==> config.mk <==
export PLATFORM = sky130hd
export DESIGN_NAME = fib_gen
export DESIGN_NICKNAME = d
export VERILOG_FILES = /design/src/rtl/fib_pkg.sv /design/src/rtl/fib_step.sv /design/src/rtl/fib_gen.sv
export SDC_FILE = /design/constraint.sdc
export NUM_CORES = 1
export LEC_CHECK = 0
export CAP_MARGIN = 20
export CORE_UTILIZATION = 40
export CTS_BUF_LIST = sky130_fd_sc_hd__clkbuf_4 sky130_fd_sc_hd__clkbuf_8
export CTS_CLUSTER_SIZE = 20
export DETAILED_ROUTE_END_ITERATION = 16
export SYNTH_ARGS = -nofsm -noshare
export SYNTH_HDL_FRONTEND = slang
export SYNTH_HIERARCHICAL = 1
export SYNTH_SLANG_ARGS = --single-unit
==> constraint.sdc <==
create_clock -name clk -period 7.9 [get_ports clk]
set_input_delay 2.37 -clock clk [delete_from_list [all_inputs] [get_ports clk]]
set_output_delay 2.37 -clock clk [all_outputs]
set_load 0.005 [all_outputs]
==> src/rtl/fib_pkg.sv <==
// Shared definitions for the generalised-Fibonacci engine.
// Holds the FSM state encoding and the mode select constants.
package fib_pkg;

   typedef enum logic [1:0] {
      IDLE   = 2'd0,
      CALC   = 2'd1,
      STREAM = 2'd2,
      DONE   = 2'd3
   } state_t;

   localparam logic MODE_SINGLE = 1'b0;
   localparam logic MODE_STREAM = 1'b1;

endpackage

==> src/rtl/fib_step.sv <==
// One Fibonacci step: W-bit sum of the two current terms plus its carry-out.
module fib_step #(
   parameter int W = 20
) (
   input  logic [W-1:0] a,
   input  logic [W-1:0] b,
   output logic [W-1:0] sum,
   output logic         carry
);

   assign {carry, sum} = {1'b0, a} + {1'b0, b};

endmodule

==> src/rtl/fib_gen.sv <==
// Generalised-Fibonacci engine: returns F(i) or streams F(0..i) for arbitrary
// seeds, with sticky carry-out overflow detection and abort.
module fib_gen
   import fib_pkg::*;
#(
   parameter int W  = 20,
   parameter int NW = 5
) (
   input  logic          clk,
   input  logic          rst,
   input  logic          start,
   input  logic          abort,
   input  logic          mode,
   input  logic [NW-1:0] i,
   input  logic [W-1:0]  seed0,
   input  logic [W-1:0]  seed1,
   input  logic          out_ready,
   output logic          ready,
   output logic          busy,
   output logic          done,
   output logic          out_valid,
   output logic [W-1:0]  f,
   output logic          ovf
);

   state_t        state, state_nxt;
   logic [W-1:0]  a, a_nxt, b, b_nxt, sum;
   logic [NW-1:0] k, k_nxt, i_cap, i_cap_nxt;
   logic          mode_cap, mode_cap_nxt, ovf_r, ovf_nxt;
   logic          carry, last, step_ovf;

   fib_step #(.W(W)) u_step (
      .a     (a),
      .b     (b),
      .sum   (sum),
      .carry (carry)
   );

   assign last = (k == i_cap);
   // The new b is F(k+2); a carry only matters if that term is within the sequence.
   assign step_ovf = carry && (({1'b0, k} + (NW+1)'(2)) <= {1'b0, i_cap});

   always_comb begin
      state_nxt    = state;
      a_nxt        = a;
      b_nxt        = b;
      k_nxt        = k;
      i_cap_nxt    = i_cap;
      mode_cap_nxt = mode_cap;
      ovf_nxt      = ovf_r;
      unique case (state)
         IDLE: begin
            if (start) begin
               a_nxt        = seed0;
               b_nxt        = seed1;
               k_nxt        = '0;
               ovf_nxt      = 1'b0;
               i_cap_nxt    = i;
               mode_cap_nxt = mode;
               state_nxt    = (mode == MODE_STREAM) ? STREAM : CALC;
            end
         end
         CALC, STREAM: begin
            if (abort) begin
               ovf_nxt   = 1'b0;
               state_nxt = IDLE;
            end else if (state == CALC || out_ready) begin
               if (last) begin
                  state_nxt = DONE;
               end else begin
                  a_nxt = b;
                  b_nxt = sum;
                  k_nxt = k + NW'(1);
                  if (step_ovf) ovf_nxt = 1'b1;
               end
            end
         end
         DONE: state_nxt = IDLE;
         default: state_nxt = IDLE;
      endcase
   end

   always_ff @(posedge clk) begin
      if (!rst) begin
         state    <= IDLE;
         a        <= '0;
         b        <= '0;
         k        <= '0;
         i_cap    <= '0;
         mode_cap <= MODE_SINGLE;
         ovf_r    <= 1'b0;
      end else begin
         state    <= state_nxt;
         a        <= a_nxt;
         b        <= b_nxt;
         k        <= k_nxt;
         i_cap    <= i_cap_nxt;
         mode_cap <= mode_cap_nxt;
         ovf_r    <= ovf_nxt;
      end
   end

   assign ready     = (state == IDLE);
   assign busy      = (state == CALC) || (state == STREAM);
   assign done      = (state == DONE);
   assign out_valid = (state == STREAM) && (mode_cap == MODE_STREAM);
   assign f         = a;
   assign ovf       = ovf_r;

endmodule

==> results of run 1 <==
==> worst reg2reg max path, stage by stage (launching register included) <==
cell and delay (ps):
dfxtp_1 370, ha_1 220, inv_1 70, fa_1 410
nand2b_1 180, a21oi_1 310, o221ai_2 200, o21ai_0 360
a21oi_1 180, o21ai_0 240, o2111ai_1 150, a211oi_1 290
o221a_2 240
==> cell families (layout without fill, tap and decap cells) <==
| family | after synthesis | after routing | synth area share |
|---|---|---|---|
| AOI/OAI and AO/OA | 128 | 128 | 0.258 |
| and+or+nand+nor | 121 | 121 | 0.147 |
| DFF | 54 | 54 | 0.278 |
| muxes | 42 | 42 | 0.108 |
| buffers and inverters | 39 | 101 | 0.0554 |
| adders and majority gates | 32 | 32 | 0.105 |
| xor gates and xnor gates | 21 | 21 | 0.0474 |
==> cell usage in the layout, fill, tap and decap left out, types with 3 or more instances in the layout <==
cell type,n
nor2b_1,3
xnor2_1,12
o21ai_1,3
dfxtp_1,54
nand2b_1,8
a21boi_0,6
o21ai_0,18
inv_1,16
a21o_1,9
nor3_1,4
a21oi_1,24
nand4_1,4
ha_1,30
xor2_1,9
o31a_1,3
o21a_1,3
mux2i_1,42
nand2_1,68
o211a_1,41
clkbuf_8,6
nor2_1,14
clkdlybuf4s50_1,74
nand3_1,7
==> where the power goes <==
part	switching (mW)	total, mW	internal (mW)	leakage, nW
combinational	0.527	1.01	0.484	1.89
sequential	0.0763	0.439	0.363	0.444
clock	0.0922	0.167	0.0745	0.0517
==> flip-flops by register name, summed over array words and instances (netlist names) <==
signal and cells:
b 20, f 20, i_cap 5, k 5, mode_cap 1, ovf 1, state 2
==> path summary, 6_finish.rpt <==
check           start  endpoint
max          state[1]      busy
min          i_cap[1]  i_cap[1]
max reg2reg      f[0]       ovf
min reg2reg  i_cap[1]  i_cap[1]
==> cell type report <==
type                    count  area [um2]
inverters                  16        60.1
fillers                   919        4580
flip-flops and latches     54        1080
clock buffers               7        90.1
repair buffers             77         761
clock inverters             1        5.00
well taps                 129         161
multi-input cells         344        2590
==> per-stage QoR <==
stage / hold slack (ps) / worst slack [ps]
2_1_floorplan: 439 / 4360
3_3_place_gp: 460 / 3420
3_5_place_dp: 466 / 3360
4_1_cts: 482 / 3160
5_1_grt: 517 / 3040
6_report: 475 / 3170
==> layer usage <==
metal	up-vias	wire, um	global-route usage
met5	-	0	0
met4	0	90	0.0491
met3	8	269	0.0284
met2	58	4040	0.303
met1	1553	4440	0.248
li1	1710	-	-
==> impl_metrics.toml, run 1 <==
[clocking]
ctsResizeCount = 0
clock_latency_ps = 310
cts_tree = "yes"
cts.sinks = 54
post-cts-setup-buffers = 0
clock_path_buffers = 2
cts-buffers-inserted = 5
cts_hold_buf = 0
htree_levels = 2
clk_pin_slew_ps = 100
cts_root_buffer = "clkbuf_8"

[sta]
final.period_utilization = 0.598
finalHoldViolCount = 0
tns_ps = 0
slew_viol_final = 0
worst_slew_pin_slew_ps = 1040
fin_crit_ps = 4730
finalClockSkew_ps = 12.1
setup-violations-final = 0
slew-limit-headroom = 0.304
rsz0062_at_grt = "false"
fmax_mhz = 212

[routing]
drtAntennaViolNets = 0
drc = 0
firstDrtPassIters = 4
num_vias = 3329
wl_per_cell_um = 14.1
wirelength_mm = 8.84
vias_per_cell = 5.30
drt_iter0_drc = 109

[layout]
n_antenna_cell = 0
fin_cells = 628
area_growth_syn_to_layout_pct = 22.3
fin_util = 0.509
final_cell_area_um2 = 4750
drive_gt1_frac = 0.0421
fin_nets = 581

[die]
coreArea_um2 = 9330
num_io_pins = 76
die_w_um = 101
initial_utilization = 0.416
die_area_um2 = 10100
num_rows = 35
die_h_um = 101

[global_route]
gr-total-overflow = 0
grt_pass1_wl_mm = 15.2
grt_max_degree = 84
grt_pass1_vias = 3249
track_usage = 0.183
antenna_found_initial = 0

[placement]
port_buffers = 75
dp_hpwl_mm = 6.30
routabilityCongestion = 0.856
place_area_um2 = 4650
placed_cells = 620

[pwr]
leakagePower_nw = 2.38
power_mw = 1.62
ir_drop_mv = 0.197
power.density_nw_per_um2 = 341

[setup_path]
critical_path_buf_inv_count = 3
worstSetupEndpointType = "output port"
cp_cell_sequence = "inv_1 -> ha_2 -> buf_4 -> clkdlybuf4s50_1"
worst-path-max-fanout = 47
reg2regPathDepth = 12
cp_top_family = "buffers and inverters"
max_stage_delay_ps = 630
critPathArrivalTime_ps = 2360
criticalPathCategory = "flop to output port"
worstPathRequired_ps = 5530
rrSetupSlack_ps = 4630
crit_path_start_kind = "flop"
crit_cells = 4
crit_slowest_cell = "clkdlybuf4s50_1"

[yosys]
yosysWarnings = 6
synth-edff-count = 0
async_flop_share = 0
synthDominantCellAreaShare = 0.278
ys_types = 53
syn-cell-area_um2 = 3880
synth_ff_type = "dfxtp_1"
syn_area_per_cell_um2 = 8.88
synth_top_cell_by_area = "dfxtp_1"
synth_most_common_cell = "nand2_1"
synth-seq-area-share = 0.278
synth_top_cells_by_area = "dfxtp_1, mux2i_1, o211a_1"
netlist_instances = 437
ys_ff_latch = 54
synthTopCellsByCount = "nand2_1, dfxtp_1, mux2i_1, o211a_1, ha_1"
synthesis.nets = 520

[hold_path]
min_path_cells = 2
hold_path_class = "flop to flop"

[status]
status = "finished clean"

[flow_run]
maxCapViolCount = 0
Note: power is estimated with default switching activity, not from simulation.
==> run 2, diff against run 1 <==
PLACE_DENSITY = 0.67   (was default)
clock period = 4.2 ns   (was 7.9 ns; I/O delays follow)
==> run 2 against run 1 <==
  * Non-clock buffer count stayed put
  * Global-route usage is 0.12 points lower
  * Sequential power is 90% higher
  * Clock skew is 3.6 ps lower
  * Sequential cell count stayed put
  * Cell count is 0.32% lower
  * Critical path depth is 8 higher
  * Critical path type is now flop to flop
  * Largest cell class unchanged
  * Highest routed layer unchanged
==> impl_metrics.toml, run 2 (synthesis results as in run 1) <==
[status]
status = "finished clean"

[placement]
placed_cells = 620
dp_hpwl_mm = 6.55
port_buffers = 75
routabilityCongestion = 0.847

[clocking]
ctsResizeCount = 0
clock_path_buffers = 2
clock_latency_ps = 300
htree_levels = 2
cts_root_buffer = "clkbuf_8"
cts_hold_buf = 0
cts.sinks = 54
clk_pin_slew_ps = 90
post-cts-setup-buffers = 0
cts-buffers-inserted = 5
cts_tree = "yes"

[routing]
drc = 0
wirelength_mm = 8.91
vias_per_cell = 5.41
num_vias = 3384
firstDrtPassIters = 4
drtAntennaViolNets = 0
drt_iter0_drc = 129
wl_per_cell_um = 14.2

[sta]
fin_crit_ps = 2940
slew_viol_final = 0
fmax_mhz = 340
tns_ps = 0
worst_slew_pin_slew_ps = 1030
finalHoldViolCount = 0
setup-violations-final = 0
slew-limit-headroom = 0.311
whs_ps = 473
final.period_utilization = 0.700
finalClockSkew_ps = 8.47
rsz0062_at_grt = "false"

[layout]
final_cell_mix = "clkdlybuf4s50_1, nand2_1, dfxtp_1"
fin_nets = 581
nFillCells = 900
fin_util = 0.509
layout.cells.most_common = "clkdlybuf4s50_1"
fin_cells = 626
area_growth_syn_to_layout_pct = 22.3
n_antenna_cell = 0
drive_gt1_frac = 0.0382

[die]
die_w_um = 101
die_h_um = 101
die_area_um2 = 10100
num_io_pins = 76
initial_utilization = 0.416
num_rows = 35
coreArea_um2 = 9330

[pwr]
ir_drop_mv = 0.355
power.density_nw_per_um2 = 641
leakagePower_nw = 2.38
power_mw = 3.04

[global_route]
antenna_found_initial = 0
track_usage = 0.182
grt_pass1_wl_mm = 15.1
grt_max_degree = 84
grt_pass1_vias = 3311
gr-total-overflow = 0

[setup_path]
criticalPathCategory = "flop to flop"
worstSetupEndpointType = "flop"
crit_path_start_kind = "flop"
worst-path-max-fanout = 4
worstPathRequired_ps = 4450
critPathArrivalTime_ps = 3180

[hold_path]
hold_path_class = "flop to flop"

[flow_run]
maxCapViolCount = 0
==> run 2: cell count changes in the layout (fill, tap and decap cells not counted), sizes merged <==
| cell | delta |
|---|---|
| clkinv | -1 |
| clkbuf | -1 |
==> run 2: layout make-up <==
type                            instances  area [um2]  share of cell area
Sequential cell                        54        1080               0.228
Clock buffer                            6        82.6              0.0174
Timing Repair Buffer                   77         773               0.163
Tap cell                              129         161              0.0340
Inverter                               16        60.1              0.0127
Multi-Input combinational cell        344        2590               0.545
==> run 2: final timing paths <==
check | startpoint | end | slack, ps | cells past startpoint
worst min-delay path | mode_cap | mode_cap | 470 | 2
worst min register to register | mode_cap | mode_cap | 470 | 2
worst max-delay path | b[0] | ovf | 1260 | 12
worst max register to register | b[0] | ovf | 1260 | 12
==> run 2: critical path, stage by stage (launching register included) <==
cell and delay [ps]:
dfxtp_1 360, ha_1 220, inv_1 70, fa_1 390, nand2b_1 180, a21oi_1 250, o221ai_2 180, o21ai_0 290
a21oi_1 160, o21ai_0 210, o2111ai_1 140, a211oi_1 210, o221a_2 230
==> run 2: report_power, final <==
part           switching [mW]  internal, mW  leakage, nW
Clock                   0.163         0.128       0.0431
Combinational           0.997         0.922         1.89
Sequential              0.151         0.682        0.444
==> run 2: per-layer routing <==
metal  wire length, um  track usage  share of wire
met5                 0            0              0
met2              4290        0.322           0.48
met4               130       0.0479          0.015
met1              4230        0.230           0.47
met3               258       0.0270          0.029
==> run 2: stage by stage <==
| step | cell area, um2 | setup WS [ps] |
|---|---|---|
| final | 4750 | 1260 |
| after global routing | 4750 | 1090 |
| after CTS | 4750 | 1290 |
| after detailed placement | 4660 | 1080 |
| after global placement | 4660 | 1130 |
| after floorplan | 3880 | 1630 |
